$ cat src/rtl/adc_serial_capture_if.sv
// Capture-side strobes and valid/ready readout port of adc_serial_capture.
// The capture block is the slave; the producer/consumer side is the master.
interface adc_serial_capture_if #(
    parameter int DATA_W = 12
);
    logic              locked;
    logic              start_pulse;
    logic              edge_pulse;
    logic              sdata;
    logic [DATA_W-1:0] data_out;
    logic              data_valid;
    logic              data_ready;
    logic              busy;
    logic              overrun;
    logic              overrun_clr;

    modport master (
        output locked, start_pulse, edge_pulse, sdata, data_ready, overrun_clr,
        input  data_out, data_valid, busy, overrun
    );

    modport slave (
        input  locked, start_pulse, edge_pulse, sdata, data_ready, overrun_clr,
        output data_out, data_valid, busy, overrun
    );
endinterface

$ cat src/rtl/adc_serial_capture.sv
// Serial ADC frame capture (MSB first) with a one-word valid/ready holding register.
// Define ADC_AVG_EN to average 2^AVG_LOG2 frames per output word (AVG_LOG2 >= 1).
module adc_serial_capture #(
    parameter int DATA_W   = 12,
    parameter int AVG_LOG2 = 2
) (
    input  logic                 clk,
    input  logic                 nrst,
    adc_serial_capture_if.slave  bus
);
    localparam int              CNT_W    = $clog2(DATA_W + 1);
    localparam logic [CNT_W-1:0] LAST_BIT = CNT_W'(DATA_W - 1);

    if (DATA_W < 2 || DATA_W > 32 || AVG_LOG2 < 0) begin : g_param_check
        $error("adc_serial_capture: DATA_W must be 2..32 and AVG_LOG2 non-negative");
    end

    typedef enum logic {
        IDLE,
        SHIFT
    } state_t;

    state_t              r_state;
    logic [DATA_W-1:0]   r_shreg;
    logic [CNT_W-1:0]    r_cnt;
    logic [DATA_W-1:0]   r_data;
    logic                r_valid;
    logic                r_overrun;

    logic                w_start;
    logic                w_shift;
    logic                w_frame_done;
    logic [DATA_W-1:0]   w_frame_word;
    logic                w_emit;
    logic [DATA_W-1:0]   w_emit_word;

    // Start outranks a coincident strobe, even the last one of a frame.
    assign w_start      = bus.locked & bus.start_pulse;
    assign w_shift      = bus.locked & bus.edge_pulse & ~bus.start_pulse & (r_state == SHIFT);
    assign w_frame_done = w_shift & (r_cnt == LAST_BIT);
    assign w_frame_word = {r_shreg[DATA_W-2:0], bus.sdata};

    always_ff @(posedge clk or negedge nrst) begin
        if (!nrst) begin
            r_state <= IDLE;
            r_shreg <= '0;
            r_cnt   <= '0;
        end else if (w_start) begin
            r_state <= SHIFT;
            r_shreg <= '0;
            r_cnt   <= '0;
        end else if (w_shift) begin
            r_shreg <= w_frame_word;
            if (w_frame_done) begin
                r_state <= IDLE;
                r_cnt   <= '0;
            end else begin
                r_cnt   <= r_cnt + 1'b1;
            end
        end
    end

`ifdef ADC_AVG_EN
    localparam int ACC_W = DATA_W + AVG_LOG2;

    logic [ACC_W-1:0]    r_acc;
    logic [AVG_LOG2-1:0] r_frames;
    logic [ACC_W-1:0]    w_acc_sum;

    assign w_acc_sum   = r_acc + ACC_W'(w_frame_word);
    assign w_emit      = w_frame_done & (&r_frames);
    // Selecting the upper DATA_W bits is the truncating divide by 2^AVG_LOG2.
    assign w_emit_word = w_acc_sum[AVG_LOG2 +: DATA_W];

    always_ff @(posedge clk or negedge nrst) begin
        if (!nrst) begin
            r_acc    <= '0;
            r_frames <= '0;
        end else if (w_frame_done) begin
            if (&r_frames) begin
                r_acc    <= '0;
                r_frames <= '0;
            end else begin
                r_acc    <= w_acc_sum;
                r_frames <= r_frames + 1'b1;
            end
        end
    end
`else
    assign w_emit      = w_frame_done;
    assign w_emit_word = w_frame_word;
`endif

    // A new word always wins the holding register; losing an unaccepted one is flagged.
    always_ff @(posedge clk or negedge nrst) begin
        if (!nrst) begin
            r_data    <= '0;
            r_valid   <= 1'b0;
            r_overrun <= 1'b0;
        end else begin
            if (w_emit) begin
                r_data  <= w_emit_word;
                r_valid <= 1'b1;
            end else if (bus.data_ready) begin
                r_valid <= 1'b0;
            end

            if (w_emit & r_valid & ~bus.data_ready) begin
                r_overrun <= 1'b1;
            end else if (bus.overrun_clr) begin
                r_overrun <= 1'b0;
            end
        end
    end

    assign bus.data_out   = r_data;
    assign bus.data_valid = r_valid;
    assign bus.overrun    = r_overrun;
    assign bus.busy       = (r_state == SHIFT);
endmodule

$ cat src/flat_wrapper.sv
// flat-port wrapper written by rule: the top's interface ports become plain ports
module adc_serial_capture_flat 
#(
    parameter int DATA_W   = 12,
    parameter int AVG_LOG2 = 2
)
  (clk, nrst, bus_locked, bus_start_pulse, bus_edge_pulse, bus_sdata, bus_data_ready, bus_overrun_clr, bus_data_out, bus_data_valid, bus_busy, bus_overrun);
  adc_serial_capture_if #(.DATA_W(DATA_W)) bus_i ();
  input  logic clk;
  input  logic nrst;
  input wire logic [$bits(bus_i.locked)-1:0] bus_locked;
  input wire logic [$bits(bus_i.start_pulse)-1:0] bus_start_pulse;
  input wire logic [$bits(bus_i.edge_pulse)-1:0] bus_edge_pulse;
  input wire logic [$bits(bus_i.sdata)-1:0] bus_sdata;
  input wire logic [$bits(bus_i.data_ready)-1:0] bus_data_ready;
  input wire logic [$bits(bus_i.overrun_clr)-1:0] bus_overrun_clr;
  output wire logic [$bits(bus_i.data_out)-1:0] bus_data_out;
  output wire logic [$bits(bus_i.data_valid)-1:0] bus_data_valid;
  output wire logic [$bits(bus_i.busy)-1:0] bus_busy;
  output wire logic [$bits(bus_i.overrun)-1:0] bus_overrun;
  assign bus_i.locked = bus_locked;
  assign bus_i.start_pulse = bus_start_pulse;
  assign bus_i.edge_pulse = bus_edge_pulse;
  assign bus_i.sdata = bus_sdata;
  assign bus_i.data_ready = bus_data_ready;
  assign bus_i.overrun_clr = bus_overrun_clr;
  assign bus_data_out = bus_i.data_out;
  assign bus_data_valid = bus_i.data_valid;
  assign bus_busy = bus_i.busy;
  assign bus_overrun = bus_i.overrun;
  adc_serial_capture #(.DATA_W(DATA_W), .AVG_LOG2(AVG_LOG2)) u_core (.clk(clk), .nrst(nrst), .bus(bus_i));
endmodule
$ cat config.mk
export PLATFORM = sky130hd
export DESIGN_NAME = adc_serial_capture_flat
export DESIGN_NICKNAME = d
export VERILOG_FILES = /design/src/rtl/adc_serial_capture_if.sv /design/src/rtl/adc_serial_capture.sv /design/src/flat_wrapper.sv
export SDC_FILE = /design/constraint.sdc
export NUM_CORES = 1
export LEC_CHECK = 0
export ABC_AREA = 1
export CORE_AREA = 8 8 59 61
export CTS_BUF_LIST = sky130_fd_sc_hd__clkbuf_8
export DETAILED_ROUTE_END_ITERATION = 10
export DIE_AREA = 0 0 67 69
export PLACE_DENSITY = 0.78
export SLEW_MARGIN = 10
export SYNTH_ARGS = -nofsm -noshare
export SYNTH_HDL_FRONTEND = slang
export SYNTH_SLANG_ARGS = --single-unit
$ cat constraint.sdc
create_clock -name clk -period 2.1 [get_ports clk]
set_input_delay 0.42 -clock clk [delete_from_list [all_inputs] [get_ports clk]]
set_output_delay 0.42 -clock clk [all_outputs]
set_load 0.01 [all_outputs]
==> tab_implementation.tex, run 1 <==
\begin{tabular}{lr}
\hline
Metric & Value \\
\hline
\multicolumn{2}{l}{\textbf{Synthesis}} \\
Mux cell area share after synthesis & 0\% \\
Yosys top cell area share & 54.7\% \\
Synth Area in Compound Gates & 15.2\% \\
Flop and latch count out of synthesis & 30 \\
Post-synthesis net count & 145 \\
Netlist area before placement & 1370 um\^{}2 \\
Largest area contributor in the netlist & sky130\_fd\_sc\_hd\_\_dfrtp\_1 \\
Register area share after synthesis & 54.7\% \\
Xor/xnor cell area share of the yosys netlist & 0.639\% \\
YS warnings & 0 \\
Largest cells by area after synthesis & sky130\_fd\_sc\_hd\_\_dfrtp\_1, sky130\_fd\_sc\_hd\_\_o21ai\_2, sky130\_fd\_sc\_hd\_\_nand2\_1 \\
Post-synthesis simple-gate area fraction & 19.3\% \\
Count of distinct cell types in the synthesized netlist & 17 \\
Commonest register cell after synthesis & sky130\_fd\_sc\_hd\_\_dfrtp\_1 \\
Cell count after synthesis & 136 \\
Adder-Cell Fraction of Synth Area & 0.912\% \\
Post-synthesis area per instance & 10.1 um\^{}2 \\
Number of synthesized flops with an enable pin & 0 \\
Async S/R FF share, synth & 100\% \\
Dominant combinational cell family by area after synthesis & simple AND/OR/NAND/NOR gates \\
\multicolumn{2}{l}{\textbf{Clock tree}} \\
Worst-path clk slew & 0.06 ns \\
Post-CTS setup buffers & 0 \\
Number of resized instances in the post-cts repair step & 0 \\
Hold Buf Count CTS & 0 \\
Clock root buffer & sky130\_fd\_sc\_hd\_\_clkbuf\_8 \\
CTS H-tree depth & 2 \\
Sinks on the clock net & 30 \\
Clock Path Buffers & 2 \\
CTS buffer count & 5 \\
Clock latency reported for the late side of the worst-skew pair & 0.28 ns \\
TritonCTS clock tree & built \\
\multicolumn{2}{l}{\textbf{Worst setup path}} \\
Buf/Inv on CP & 1 \\
Crit path capture type & primary output \\
Critical Path Start Type & flop \\
Largest stage delay, worst path & 0.56 ns \\
Worst EP required & 1.68 ns \\
Critical path type & flop to primary output \\
Worst EP arrival & 1.22 ns \\
Largest driver fanout on the critical path & 3 \\
Cell with the biggest individual delay on the critical path & sky130\_fd\_sc\_hd\_\_clkdlybuf4s50\_1 \\
Slack of the worst reg-to-reg path & 0.57 ns \\
Cell family contributing the most delay on the critical path & buffers and inverters \\
CP Cell Sequence & clkdlybuf4s50\_1 \\
\multicolumn{2}{l}{\textbf{Outcome}} \\
Run status & finished clean \\
\multicolumn{2}{l}{\textbf{STA}} \\
Final hold violation count & 0 \\
Final clock period utilization by the worst path & 78.2\% \\
Worst Skew & 0.00848 ns \\
Slew at the pin with the worst max-slew slack & 0.542 ns \\
Final setup violation count & 0 \\
Sum of negative setup slack & 0 ns \\
Setup slack of the critical path after layout & 0.458 ns \\
Final max-slew violation count & 0 \\
Maximum operating frequency & 609 MHz \\
Unrepaired setup endpoints after global routing & false \\
Minimum period implied by the final worst setup slack & 1.64 ns \\
Relative slew slack & 63.8\% \\
\multicolumn{2}{l}{\textbf{Route}} \\
Vias after detailed routing & 993 \\
Count of TritonRoute iterations in the first routing pass & 4 \\
Remaining number of nets flagged by the antenna check after routing & 0 \\
Violation count after the first detailed-route iteration & 53 \\
WL final & 2.65 mm \\
Per-cell routed wire length & 13.7 um \\
Number of DRC violations after detailed routing & 0 \\
Per-cell via count in the routed design & 5.12 \\
\multicolumn{2}{l}{\textbf{GRT}} \\
Vias in the first global route & 1,031 \\
Pin count of the biggest net entering global routing & 31 \\
Wire length of the first global-routing pass & 4.77 mm \\
Total global-route track usage & 13.3\% \\
Antenna violations before repair & 0 \\
Total overflow reported by the global router & 0 \\
\multicolumn{2}{l}{\textbf{Finish}} \\
Layout overhead on the synthesized area & 25.5\% \\
Register cell area after layout & 751 um\^{}2 \\
Number of inserted filler cells in the final layout & 212 \\
Commonest cells after routing, fill and taps aside & sky130\_fd\_sc\_hd\_\_dfrtp\_1, sky130\_fd\_sc\_hd\_\_clkdlybuf4s50\_1, sky130\_fd\_sc\_hd\_\_o21ai\_2 \\
Ratio of cells with drive above 1 in the final layout & 28.8\% \\
Combined area of the multi-input logic cells & 494 um\^{}2 \\
Antenna cell count & 0 \\
Most frequent standard cell in the layout excluding fill and tap cells & sky130\_fd\_sc\_hd\_\_dfrtp\_1 \\
Nets@finish & 172 \\
\multicolumn{2}{l}{\textbf{Power and ir drop}} \\
Leak Pwr & 0.789 nW \\
Total power & 1.32 mW \\
Power density over the cells & 766 nW/um\^{}2 \\
Maximum vdd drop & 0.735 mV \\
\multicolumn{2}{l}{\textbf{Flow run}} \\
MaxCap Viol Count & 0 \\
\multicolumn{2}{l}{\textbf{Floorplan}} \\
Die ar. & 4620 um\^{}2 \\
Horiz. Die Dim & 67 um \\
Core outline area & 2620 um\^{}2 \\
Die extent in y & 69 um \\
Number of rows in the core area & 19 \\
Starting Density & 52.4\% \\
I/O pin total & 23 \\
\multicolumn{2}{l}{\textbf{Placement}} \\
\# port buffers & 22 \\
Post-Place Worst Slack & 0.203 ns \\
GPL Wtd Cong & 0.793 \\
Total half-perimeter wirelength after legalization and detailed placement & 1.81 mm \\
\multicolumn{2}{l}{\textbf{Worst hold path}} \\
Hold crit path type & flop to flop \\
\hline
\end{tabular}
## layer usage
metal  vias to the layer above  global-route usage (%)  part of all wire, %
met5                         -                       0                    0
met2                        24                    19.7                   48
met1                       479                    15.3                   41
met3                         4                    6.46                  8.5
li1                        486                       -                    -
met4                         0                    6.98                  1.8
## sequential cells by signal, indices dropped and copies added (netlist names)
register / flops
u_core.bus.busy: 1
u_core.bus.data_out: 12
u_core.bus.data_valid: 1
u_core.bus.overrun: 1
u_core.r_cnt: 4
u_core.r_shreg: 11
## worst paths after layout
check                                  startpoint                 endpoint  cells past startpoint
setup reg to reg                  u_core.r_cnt[0]  u_core.bus.data_out[11]                      6
hold reg to reg            u_core.bus.data_out[6]   u_core.bus.data_out[6]                      2
hold / removal             u_core.bus.data_out[6]   u_core.bus.data_out[6]                      2
setup / recovery            u_core.bus.data_valid           bus_data_valid                      1
max in group asynchronous                    nrst          u_core.r_cnt[2]                      2
min in group asynchronous                    nrst  u_core.bus.data_out[11]                      2
## kinds of logic after synthesis
group	count (synthesis)
AOI/OAI and AO/OA	26
xor gates and xnor gates	1
adders and majority gates	1
and+or+nand+nor	51
DFF	30
buffers and inverters	27
## through the flow
stage	instances	cell area [um^2]	utilization (%)	hold WS [ns]
after detailed placement	187	1610	61.5	0.471
final	194	1720	65.8	0.483
after global routing	194	1720	65.8	0.514
after floorplan	136	1370	-	0.124
after CTS	194	1720	65.8	0.488
after global placement	187	1610	61.5	0.466
## synth_stat cells, types with 2 or more instances
| cell type | instances |
|---|---|
| sky130_fd_sc_hd__nor2_1 | 3 |
| sky130_fd_sc_hd__inv_2 | 4 |
| sky130_fd_sc_hd__nor2_4 | 3 |
| sky130_fd_sc_hd__nand3_1 | 13 |
| sky130_fd_sc_hd__o21ai_0 | 2 |
| sky130_fd_sc_hd__dfrtp_1 | 30 |
| sky130_fd_sc_hd__nand2_2 | 8 |
| sky130_fd_sc_hd__buf_6 | 3 |
| sky130_fd_sc_hd__inv_1 | 18 |
| sky130_fd_sc_hd__nand2_1 | 20 |
| sky130_fd_sc_hd__o21ai_1 | 3 |
| sky130_fd_sc_hd__o21ai_2 | 21 |
| sky130_fd_sc_hd__nand4_1 | 3 |
| sky130_fd_sc_hd__buf_2 | 2 |
## worst reg2reg max path, delay by kind of cell (launching register included)
kind            cells  cell delay (ns)
fa+ha+maj           1             0.24
flops               1             0.41
compound gates      1             0.08
buf+inv             1             0.40
simple gates        3             0.34
## report_power, final
part / internal (mW) / total [mW] / switching, mW
logic: 0.0505 / 0.114 / 0.0639
clock network: 0.379 / 0.591 / 0.212
registers: 0.597 / 0.613 / 0.0154
total: 1.03 / 1.32 / 0.291
## final cells by class
cell class	count	area share, %
clock buffers	6	4.80
multi-input cells	79	28.7
well taps	31	2.25
repair buffers	25	14.1
clock inverters	1	1.74
flip-flops and latches	30	43.6
inverters	22	4.80
Power figures use the tool's default switching activity.
==> run 2: changes to the inputs <==
--- a/config.mk
+++ b/config.mk
@@ -6,11 +6,11 @@
 export NUM_CORES = 1
 export LEC_CHECK = 0
 export ABC_AREA = 1
-export CORE_AREA = 8 8 59 61
+export CORE_AREA = 8 8 62 64
 export CTS_BUF_LIST = sky130_fd_sc_hd__clkbuf_8
 export DETAILED_ROUTE_END_ITERATION = 10
-export DIE_AREA = 0 0 67 69
-export PLACE_DENSITY = 0.78
+export DIE_AREA = 0 0 70 72
+export PLACE_DENSITY = 0.73
 export SLEW_MARGIN = 10
 export SYNTH_ARGS = -nofsm -noshare
 export SYNTH_HDL_FRONTEND = slang
==> constraint.sdc (replaced) <==
create_clock -name clk -period 1.4 [get_ports clk]
set_input_delay 0.28 -clock clk [delete_from_list [all_inputs] [get_ports clk]]
set_output_delay 0.28 -clock clk [all_outputs]
set_load 0.01 [all_outputs]
==> run 2 against run 1 <==
- critical path depth increased by 6
- critical path type is now flop to flop
- setup slack got worse by 0.37 ns
- core utilization decreased by 4.1 points
- clock skew fell by 0.0029 ns
==> tab_implementation.tex, run 2 (same netlist as run 1, synthesis figures left out) <==
\begin{tabular}{lr}
\hline
Metric & Value \\
\hline
\multicolumn{2}{l}{\textbf{STA}} \\
Maximum operating frequency & 761 MHz \\
Worst Skew & 0.00559 ns (-0.00289 ns) \\
Slew at the pin with the worst max-slew slack & 0.166 ns (-0.375 ns) \\
Final max-slew violation count & 0 (unchanged) \\
Unrepaired setup endpoints after global routing & false \\
Final clock period utilization by the worst path & 93.9\% \\
Relative slew slack & 88.8\% (+25 points) \\
Final hold violation count & 0 (unchanged) \\
Minimum period implied by the final worst setup slack & 1.31 ns \\
Final setup violation count & 0 (unchanged) \\
Setup slack of the critical path after layout & 0.0859 ns (-0.372 ns) \\
\multicolumn{2}{l}{\textbf{Finish}} \\
Flip-flop count of the largest register, all copies and words added & 12 (unchanged) \\
Register cell area after layout & 751 um\^{}2 (unchanged) \\
Antenna cell count & 0 (unchanged) \\
Nets@finish & 179 (+4.1\%) \\
Number of inserted filler cells in the final layout & 257 (+21\%) \\
Combined area of the multi-input logic cells & 494 um\^{}2 (unchanged) \\
Non-Filler Instances & 204 (+5.2\%) \\
Ratio of cells with drive above 1 in the final layout & 32.2\% (+3.3 points) \\
Layout overhead on the synthesized area & 30.7\% \\
Commonest cells after routing, fill and taps aside & sky130\_fd\_sc\_hd\_\_dfrtp\_1, sky130\_fd\_sc\_hd\_\_o21ai\_2, sky130\_fd\_sc\_hd\_\_nand2\_1 \\
Most frequent standard cell in the layout excluding fill and tap cells & sky130\_fd\_sc\_hd\_\_dfrtp\_1 \\
\multicolumn{2}{l}{\textbf{Route}} \\
Per-cell routed wire length & 13.7 um (+0.19\%) \\
Remaining number of nets flagged by the antenna check after routing & 0 (unchanged) \\
Vias after detailed routing & 1,002 (+0.91\%) \\
Count of TritonRoute iterations in the first routing pass & 4 (unchanged) \\
Violation count after the first detailed-route iteration & 29 (-45\%) \\
Number of DRC violations after detailed routing & 0 (unchanged) \\
WL final & 2.80 mm (+5.4\%) \\
Per-cell via count in the routed design & 4.91 (-4.0\%) \\
\multicolumn{2}{l}{\textbf{Clock tree}} \\
Sinks on the clock net & 30 (unchanged) \\
CTS buffer count & 5 (unchanged) \\
CTS H-tree depth & 2 (unchanged) \\
Clock root buffer & sky130\_fd\_sc\_hd\_\_clkbuf\_8 \\
Clock latency reported for the late side of the worst-skew pair & 0.28 ns (about the same) \\
Worst-path clk slew & 0.06 ns (about the same) \\
TritonCTS clock tree & built \\
Clock Path Buffers & 2 (unchanged) \\
Hold Buf Count CTS & 0 (unchanged) \\
\multicolumn{2}{l}{\textbf{GRT}} \\
Total global-route track usage & 11.9\% (-1.4 points) \\
Total overflow reported by the global router & 0 (unchanged) \\
Vias in the first global route & 1,066 (+3.4\%) \\
Antenna violations before repair & 0 (unchanged) \\
Pin count of the biggest net entering global routing & 31 (unchanged) \\
Wire length of the first global-routing pass & 4.87 mm (+2.0\%) \\
\multicolumn{2}{l}{\textbf{Floorplan}} \\
I/O pin total & 23 (unchanged) \\
Core outline area & 2900 um\^{}2 (+11\%) \\
Horiz. Die Dim & 70 um (+4.5\%) \\
Die extent in y & 72 um (+4.3\%) \\
Number of rows in the core area & 20 (+1) \\
Die ar. & 5040 um\^{}2 (+9.0\%) \\
Starting Density & 47.2\% (-5.2 points) \\
\multicolumn{2}{l}{\textbf{Flow run}} \\
MaxCap Viol Count & 0 (unchanged) \\
\multicolumn{2}{l}{\textbf{Worst setup path}} \\
Crit path capture type & flop \\
Worst EP arrival & 1.48 ns (+0.26 ns) \\
Worst EP required & 1.56 ns (-0.12 ns) \\
Largest driver fanout on the critical path & 18 (+15) \\
Critical path type & flop to flop \\
Critical Path Start Type & flop \\
\multicolumn{2}{l}{\textbf{Placement}} \\
GPL Wtd Cong & 0.819 (+3.3\%) \\
Post-Place Worst Slack & -0.178 ns (-0.381 ns) \\
Placed cell count & 196 (+4.8\%) \\
\# port buffers & 22 (unchanged) \\
Total half-perimeter wirelength after legalization and detailed placement & 2.01 mm (+11\%) \\
\multicolumn{2}{l}{\textbf{Power and ir drop}} \\
Leak Pwr & 0.894 nW (+13\%) \\
Power density over the cells & 1070 nW/um\^{}2 (+40\%) \\
Maximum vdd drop & 0.724 mV (-1.5\%) \\
\multicolumn{2}{l}{\textbf{Outcome}} \\
Run status & finished clean \\
\multicolumn{2}{l}{\textbf{Worst hold path}} \\
Hold crit path type & input pin to async pin \\
\hline
\end{tabular}
run 2: power breakdown:
part | switching (mW) | internal (mW) | total [mW]
Sequential | 0.0207 | 0.896 | 0.917
Clock | 0.316 | 0.496 | 0.812
Combinational | 0.104 | 0.0891 | 0.193
run 2: metrics by stage:
| stage | cell area, um^2 | TNS (ns) | hold WS [ns] | util (%) | power (mW) |
|---|---|---|---|---|---|
| 6_report | 1790 | 0 | 0.360 | 61.8 | 1.92 |
| 3_3_place_gp | 1700 | -2.85 | 0.461 | 58.6 | 1.13 |
| 4_1_cts | 1790 | 0 | 0.357 | 61.8 | 1.95 |
| 3_5_place_dp | 1700 | -3.78 | 0.472 | 58.6 | 1.14 |
| 2_1_floorplan | 1370 | 0 | -0.0156 | - | 1.02 |
| 5_1_grt | 1790 | 0 | 0.363 | 61.8 | 2.01 |
run 2: critical path: stages, from the launching register on:
cell	delay (ns)
sky130_fd_sc_hd__dfrtp_1	0.37
sky130_fd_sc_hd__ha_1	0.21
sky130_fd_sc_hd__nand3_2	0.15
sky130_fd_sc_hd__nor2_4	0.14
sky130_fd_sc_hd__inv_2	0.06
sky130_fd_sc_hd__buf_12	0.15
sky130_fd_sc_hd__nand2_2	0.07
sky130_fd_sc_hd__o21ai_2	0.05
run 2: final timing paths:
path                                         start                       to  slack, ns  cells after the start
max                                u_core.r_cnt[0]   u_core.bus.data_out[5]       0.09                      7
min                                           nrst       u_core.bus.overrun       0.36                      2
max reg2reg                        u_core.r_cnt[0]   u_core.bus.data_out[5]       0.09                      7
min reg2reg                u_core.bus.data_out[10]  u_core.bus.data_out[10]       0.48                      2
max in group asynchronous                     nrst        u_core.r_shreg[4]       0.88                      2
min in group clk           u_core.bus.data_out[10]  u_core.bus.data_out[10]       0.48                      2
run 2: final cells by class:
| class | count | share of cell area (%) |
|---|---|---|
| clock buffers | 8 | 6.14 |
| inverters | 22 | 4.61 |
| multi-input cells | 79 | 27.6 |
| flip-flops and latches | 30 | 41.9 |
| well taps | 33 | 2.30 |
| repair buffers | 32 | 17.5 |
run 2: metal layers:
metal | vias up | track usage [%] | part of all wire [%]
met5 | - | 0 | 0
met4 | 0 | 3.35 | 0
met3 | 0 | 5.46 | 5.0
met2 | 15 | 19.9 | 51
met1 | 484 | 13.3 | 43
li1 | 503 | - | -
run 2: what timing repair did:
action / in CTS / in global routing
resized for setup: 15 / 0
setup buffers: 0 / 0
setup endpoints to repair: 15 / 0
==> run 3: changes to the inputs <==
--- a/config.mk
+++ b/config.mk
@@ -6,6 +6,7 @@
 export NUM_CORES = 1
 export LEC_CHECK = 0
 export ABC_AREA = 1
+export CAP_MARGIN = 15
 export CORE_AREA = 8 8 62 64
 export CTS_BUF_LIST = sky130_fd_sc_hd__clkbuf_8
 export DETAILED_ROUTE_END_ITERATION = 10
==> results of run 3 <==
The final DEF is identical to that of run 2; final timing and power are the same.
==> patch 1 (flow settings as in run 3) <==
`DATA_W` is set to 12 in 3 places; all go to 16.
--- a/src/rtl/adc_serial_capture_if.sv
+++ b/src/rtl/adc_serial_capture_if.sv
@@ -2,5 +2,5 @@
 // The capture block is the slave; the producer/consumer side is the master.
 interface adc_serial_capture_if #(
-    parameter int DATA_W = 12
+    parameter int DATA_W = 16
 );
     logic              locked;
--- a/src/rtl/adc_serial_capture.sv
+++ b/src/rtl/adc_serial_capture.sv
@@ -2,5 +2,5 @@
 // Define ADC_AVG_EN to average 2^AVG_LOG2 frames per output word (AVG_LOG2 >= 1).
 module adc_serial_capture #(
-    parameter int DATA_W   = 12,
+    parameter int DATA_W   = 16,
     parameter int AVG_LOG2 = 2
 ) (
--- a/src/flat_wrapper.sv
+++ b/src/flat_wrapper.sv
@@ -2,5 +2,5 @@
 module adc_serial_capture_flat 
 #(
-    parameter int DATA_W   = 12,
+    parameter int DATA_W   = 16,
     parameter int AVG_LOG2 = 2
 )
Interface: changed (resized bus_data_out); port bits go from 23 to 27. No check against the original RTL was run, so the function may have changed too.
==> patch 1 against run 3 <==
  * Sequential cell count rose by 9
  * Wire length rose by 16%
  * Synthesized cell count increased by 21%
  * Core utilization grew 11 points
  * Setup slack lost 0.021 ns
  * Total power up 6.4%
  * First-iteration DRC count increased by 83%
  * Cell area is 18% higher
  * Synthesized area is 25% higher
  * Critical path type unchanged
  * Critical endpoint is now u_core.bus.data_out[2]$_DFFE_PN0P_
  * Largest power group unchanged
  * Highest routed layer is now met4
==> patch 1: results (changes against run 3) <==
* WL/cell at 13.9 um (+1.8%)
* PortBufs at 26 (+18%)
* Grt met2 use at 0.215 (+0.0162)
* TritonCTS clock tree: yes
* Commonest cells in the netlist: dfrtp_1, inv_1, nand2_1, nand3_1, o21ai_2
* Crit path arrival time at 1.52 ns (+0.04 ns)
* Via/cell ratio at 5.22 (+6.3%)
* Outcome: completed
* Top cell family by delay on the critical path: flip-flops
* Switching Fraction at 0.229 (-0.000639)
* Initial DRC Count at 53 (+83%)
* Largest cells by area after synthesis: dfrtp_1, o21ai_2, nand3_1, nand2_2, inv_1
* Sequential share of the synthesized area at 0.571 (+0.0240)
* Vias in the first global route at 1255 (+18%)
* Dpl cells at 226 (+15%)
* Routability cong. at 0.852 (+4.0%)
* DR vias at 1217 (+21%)
* Mapped Nets at 174 (+20%)
* Leakage at 1.04 nW (+16%)
* R2r endpoint: u_core.bus.data_out[2]$_DFFE_PN0P_
* WL met3 at 168 um (+19%)
* Synth cell types at 19 (+2)
* Mean Syn Cell Area at 10.4 sq um (+2.7%)
* Root buffer cell: clkbuf_8
* GRT met3 Usage at 0.0437 (-0.0109)
* HPWL after detailed placement at 2.26 mm (+13%)
* Final net count at 209 (+17%)
* Max reg flops at 16 (+4)
* Setup_tns at 0 ns (unchanged)
* Initial antenna violation count at 0 (unchanged)
* GR Util met1 at 0.150 (+0.0173)
* Crit Path Max Fanout at 18 (unchanged)
* Dpl ws at -0.175 ns (+0.00280 ns)
* Fin Clk Skew at 0.00510 ns (-0.000483 ns)
* Critical R2R Launch: u_core.r_cnt[1]$_DFFE_PN0P_
* Critical Path Max Stage Delay at 0.40 ns (+0.03 ns)
* Placed inst area at 0.00204 sq mm (+20%)
* Rel. slew slack at 0.671 (-0.217)
* Worst vdd ir at 0.988 mV (+36%)
* Share of cells above drive strength 1 at 0.280 (-0.0416)
* PnR worst setup slack at 0.0647 ns (-0.0212 ns)
* Largest net degree at the start of global routing at 40 (+29%)
* GRT Total Usage at 0.135 (+0.0160)
* Hold Slack at 0.0319 ns (-0.328 ns)
==> patch 1: cell count changes after synthesis, sizes merged <==
cell / delta
nand2: +4
a21oi: +1
nand4: -1
nand3: +5
dfrtp: +9
o21ai: +10
inv: +2
nor2: -3
xor2: -1
buf: +2
or2: +1
==> patch 1: area by class of cell <==
type / instances / area (sq um)
Sequential cell: 39 / 976
Fill cell: 220 / 796
Multi-Input combinational cell: 95 / 588
Timing Repair Buffer: 35 / 324
Inverter: 24 / 90.1
Clock buffer: 6 / 82.6
Tap cell: 33 / 41.3
Clock inverter: 1 / 5.00
==> patch 1: logic make-up after synthesis <==
kind of cell / count (synthesis) / synth area share
AND/OR/NAND/NOR: 57 / 0.190
adder cells (fa/ha/maj): 1 / 0.00732
buffers and inverters: 31 / 0.0857
flip-flops: 39 / 0.571
AO/OA/AOI/OAI: 37 / 0.146
==> patch 1: worst min path at each step <==
stage | from | to | cells past startpoint
after floorplan | nrst | u_core.bus.busy$_DFFE_PN0P_ | 0
after global placement | nrst | u_core.bus.overrun$_DFFE_PN0P_ | 2
after detailed placement | nrst | u_core.bus.overrun$_DFFE_PN0P_ | 2
after CTS | nrst | u_core.bus.data_out[7]$_DFFE_PN0P_ | 2
after global routing | nrst | u_core.bus.overrun$_DFFE_PN0P_ | 2
final | nrst | u_core.bus.overrun$_DFFE_PN0P_ | 2
==> patch 1: power groups by stage <==
stage | Combinational (mW) | Clock, mW | Sequential [mW]
CTS | 0.136 | 0.782 | 1.15
detailed placement | 0.134 | 0 | 1.17
global route | 0.153 | 0.820 | 1.15
global placement | 0.128 | 0 | 1.17
finish | 0.134 | 0.758 | 1.15
floorplan | 0.0629 | 0 | 1.17
==> patch 1: timing repair <==
action	4_1_cts	5_1_grt
buffers inserted	0	0
hold buffers	0	0
setup endpoints to repair	19	4
gates resized for setup	19	1
==> patch 2 (settings of run 3) <==
Made on the original files. One comparison of `r_cnt` changes from == to >=.
--- a/src/rtl/adc_serial_capture.sv
+++ b/src/rtl/adc_serial_capture.sv
@@ -38,5 +38,5 @@
     assign w_start      = bus.locked & bus.start_pulse;
     assign w_shift      = bus.locked & bus.edge_pulse & ~bus.start_pulse & (r_state == SHIFT);
-    assign w_frame_done = w_shift & (r_cnt == LAST_BIT);
+    assign w_frame_done = w_shift & (r_cnt >= LAST_BIT);
     assign w_frame_word = {r_shreg[DATA_W-2:0], bus.sdata};
 
Behaviour: same outputs for any inputs over 10 cycles, from zero or initial values and one cycle with nrst low; that may be too few to reach the edited logic, so the function may still have changed.
==> patch 2 against run 3 <==
  * Synthesized area is 7.3% lower
  * Setup slack improved by 0.0098 ns
  * Total power down 11%
  * Via count fell by 9.7%
  * Non-clock buffer count decreased by 2
  * Cell area shrank 6.3%
  * Wire length shrank 10%
  * Sequential cell count is the same
  * Sequential share of layout area up 2.8 points
  * First-iteration DRC count shrank 14%
  * Clock power decreased by 16%
  * Die area is the same
  * Clock skew shrank 0.0011 ns
==> patch 2: results (changes against run 3) <==
* Post-Synth Adder-Cell Area at 0.00984 (+0.000718)
* HPWL after detailed placement at 1.86 mm (-7.4%)
* Met2 wire length at 1.26 mm (-13%)
* #MultiIn Comb at 65 (-18%)
* FILL cells at 266 (+3.5%)
* Dpl ws at -0.0847 ns (+0.0934 ns)
* Comb group at 0.130 mW (-33%)
* Worst vdd ir at 0.903 mV (+25%)
* Final net count at 161 (-10%)
* Final non-clock buffer share at 0.185 (+0.0102)
* Vias in the first global route at 1058 (-0.75%)
* Inverters at 20 (-9.1%)
* Top routing layer in use: met4
* Sequential share of the synthesized area at 0.591 (+0.0431)
* Post-Layout Cell Count at 186 (-8.8%)
* Clock buf/inv share at 0.0544 (-0.00705)
* Share of cells above drive strength 1 at 0.268 (-0.0537)
* Outcome: completed
* Dpl cells at 178 (-9.2%)
* WL met3 at 131 um (-7.1%)
* Critical Path Max Stage Delay at 0.40 ns (+0.03 ns)
* PnR worst setup slack at 0.0957 ns (+0.00976 ns)
* Critical R2R Launch: u_core.r_cnt[1]$_DFFE_PN0P_
* Int Power at 1.33 mW (-10%)
* First-pass GRT wire length at 4.62 mm (-5.1%)
* Initial DRC Count at 25 (-14%)
* GRT met3 Usage at 0.0382 (-0.0164)
* Fin Clk Skew at 0.00452 ns (-0.00107 ns)
* GR Util met1 at 0.116 (-0.0171)
* Compound-Gate Fraction of Synth Area at 0.162 (+0.0100)
* Max Root-Sink Buffers at 2 (unchanged)
* Fin util at 0.579 (-0.0388)
* Hold Slack at 0.355 ns (-0.00472 ns)
* Largest cells by area after synthesis: dfrtp_1, o21ai_2, inv_1, o22ai_1, nand2_1
* Mapped Nets at 128 (-12%)
* GRT Total Usage at 0.111 (-0.00769)
* Routability cong. at 0.825 (+0.73%)
* Sequential Power Share at 0.523 (+0.046)
* Sequential share of cell area at 0.447 (+0.0281)
* Synth cell types at 22 (+5)
* Power per cell area at 1010 mW/mm^2 (-5.4%)
* Commonest cells in the netlist: dfrtp_1, inv_1, nand2_1, o21ai_2, o22ai_1
* Via/cell ratio at 4.87 (-0.94%)
* Crit path arrival time at 1.51 ns (+0.03 ns)
* Rel. slew slack at 0.861 (-0.0271)
* Crit Path Max Fanout at 12 (-6)
* XOR/XNOR share of the synthesized area at 0.00689 (+0.000503)
* Final WL at 2.51 mm (-10%)
* Grt met2 use at 0.190 (-0.00914)
* Multi-input gate area at 410 sq um (-17%)
* Non-Clock Buffer Count at 30 (-6.3%)
* Mean Syn Cell Area at 10.7 sq um (+5.9%)
* HP Class: primary input to async pin
* Clock buffer cells at 6 (-2)
* Leakage at 0.868 nW (-3.0%)
* Placed inst area at 0.00161 sq mm (-5.5%)
* M1 WL at 1.08 mm (-12%)
* Sequential cells at 30 (unchanged)
-- patch 2: cell types whose count changed after synthesis, sizes merged --
cell	delta
o22ai	+12
nand4	-1
a21oi	+1
o21ai	-11
nand3	-13
nor2	-1
buf	-1
nand2	-1
inv	-2
-- patch 2: worst max path at each step --
stage | from | endpoint
CTS | u_core.r_cnt[1]$_DFFE_PN0P_ | u_core.bus.data_out[5]$_DFFE_PN0P_
detailed placement | bus_locked | u_core.bus.data_out[5]$_DFFE_PN0P_
finish | u_core.r_cnt[1]$_DFFE_PN0P_ | u_core.bus.data_out[5]$_DFFE_PN0P_
global placement | bus_locked | u_core.bus.data_out[3]$_DFFE_PN0P_
floorplan | u_core.r_cnt[0]$_DFFE_PN0P_ | u_core.bus.overrun$_DFFE_PN0P_
global route | u_core.r_cnt[0]$_DFFE_PN0P_ | u_core.bus.data_out[0]$_DFFE_PN0P_
-- patch 2: what timing repair did --
item	CTS	global route
setup endpoints to repair	15	1
buffers inserted	0	0
gates resized for setup	15	1
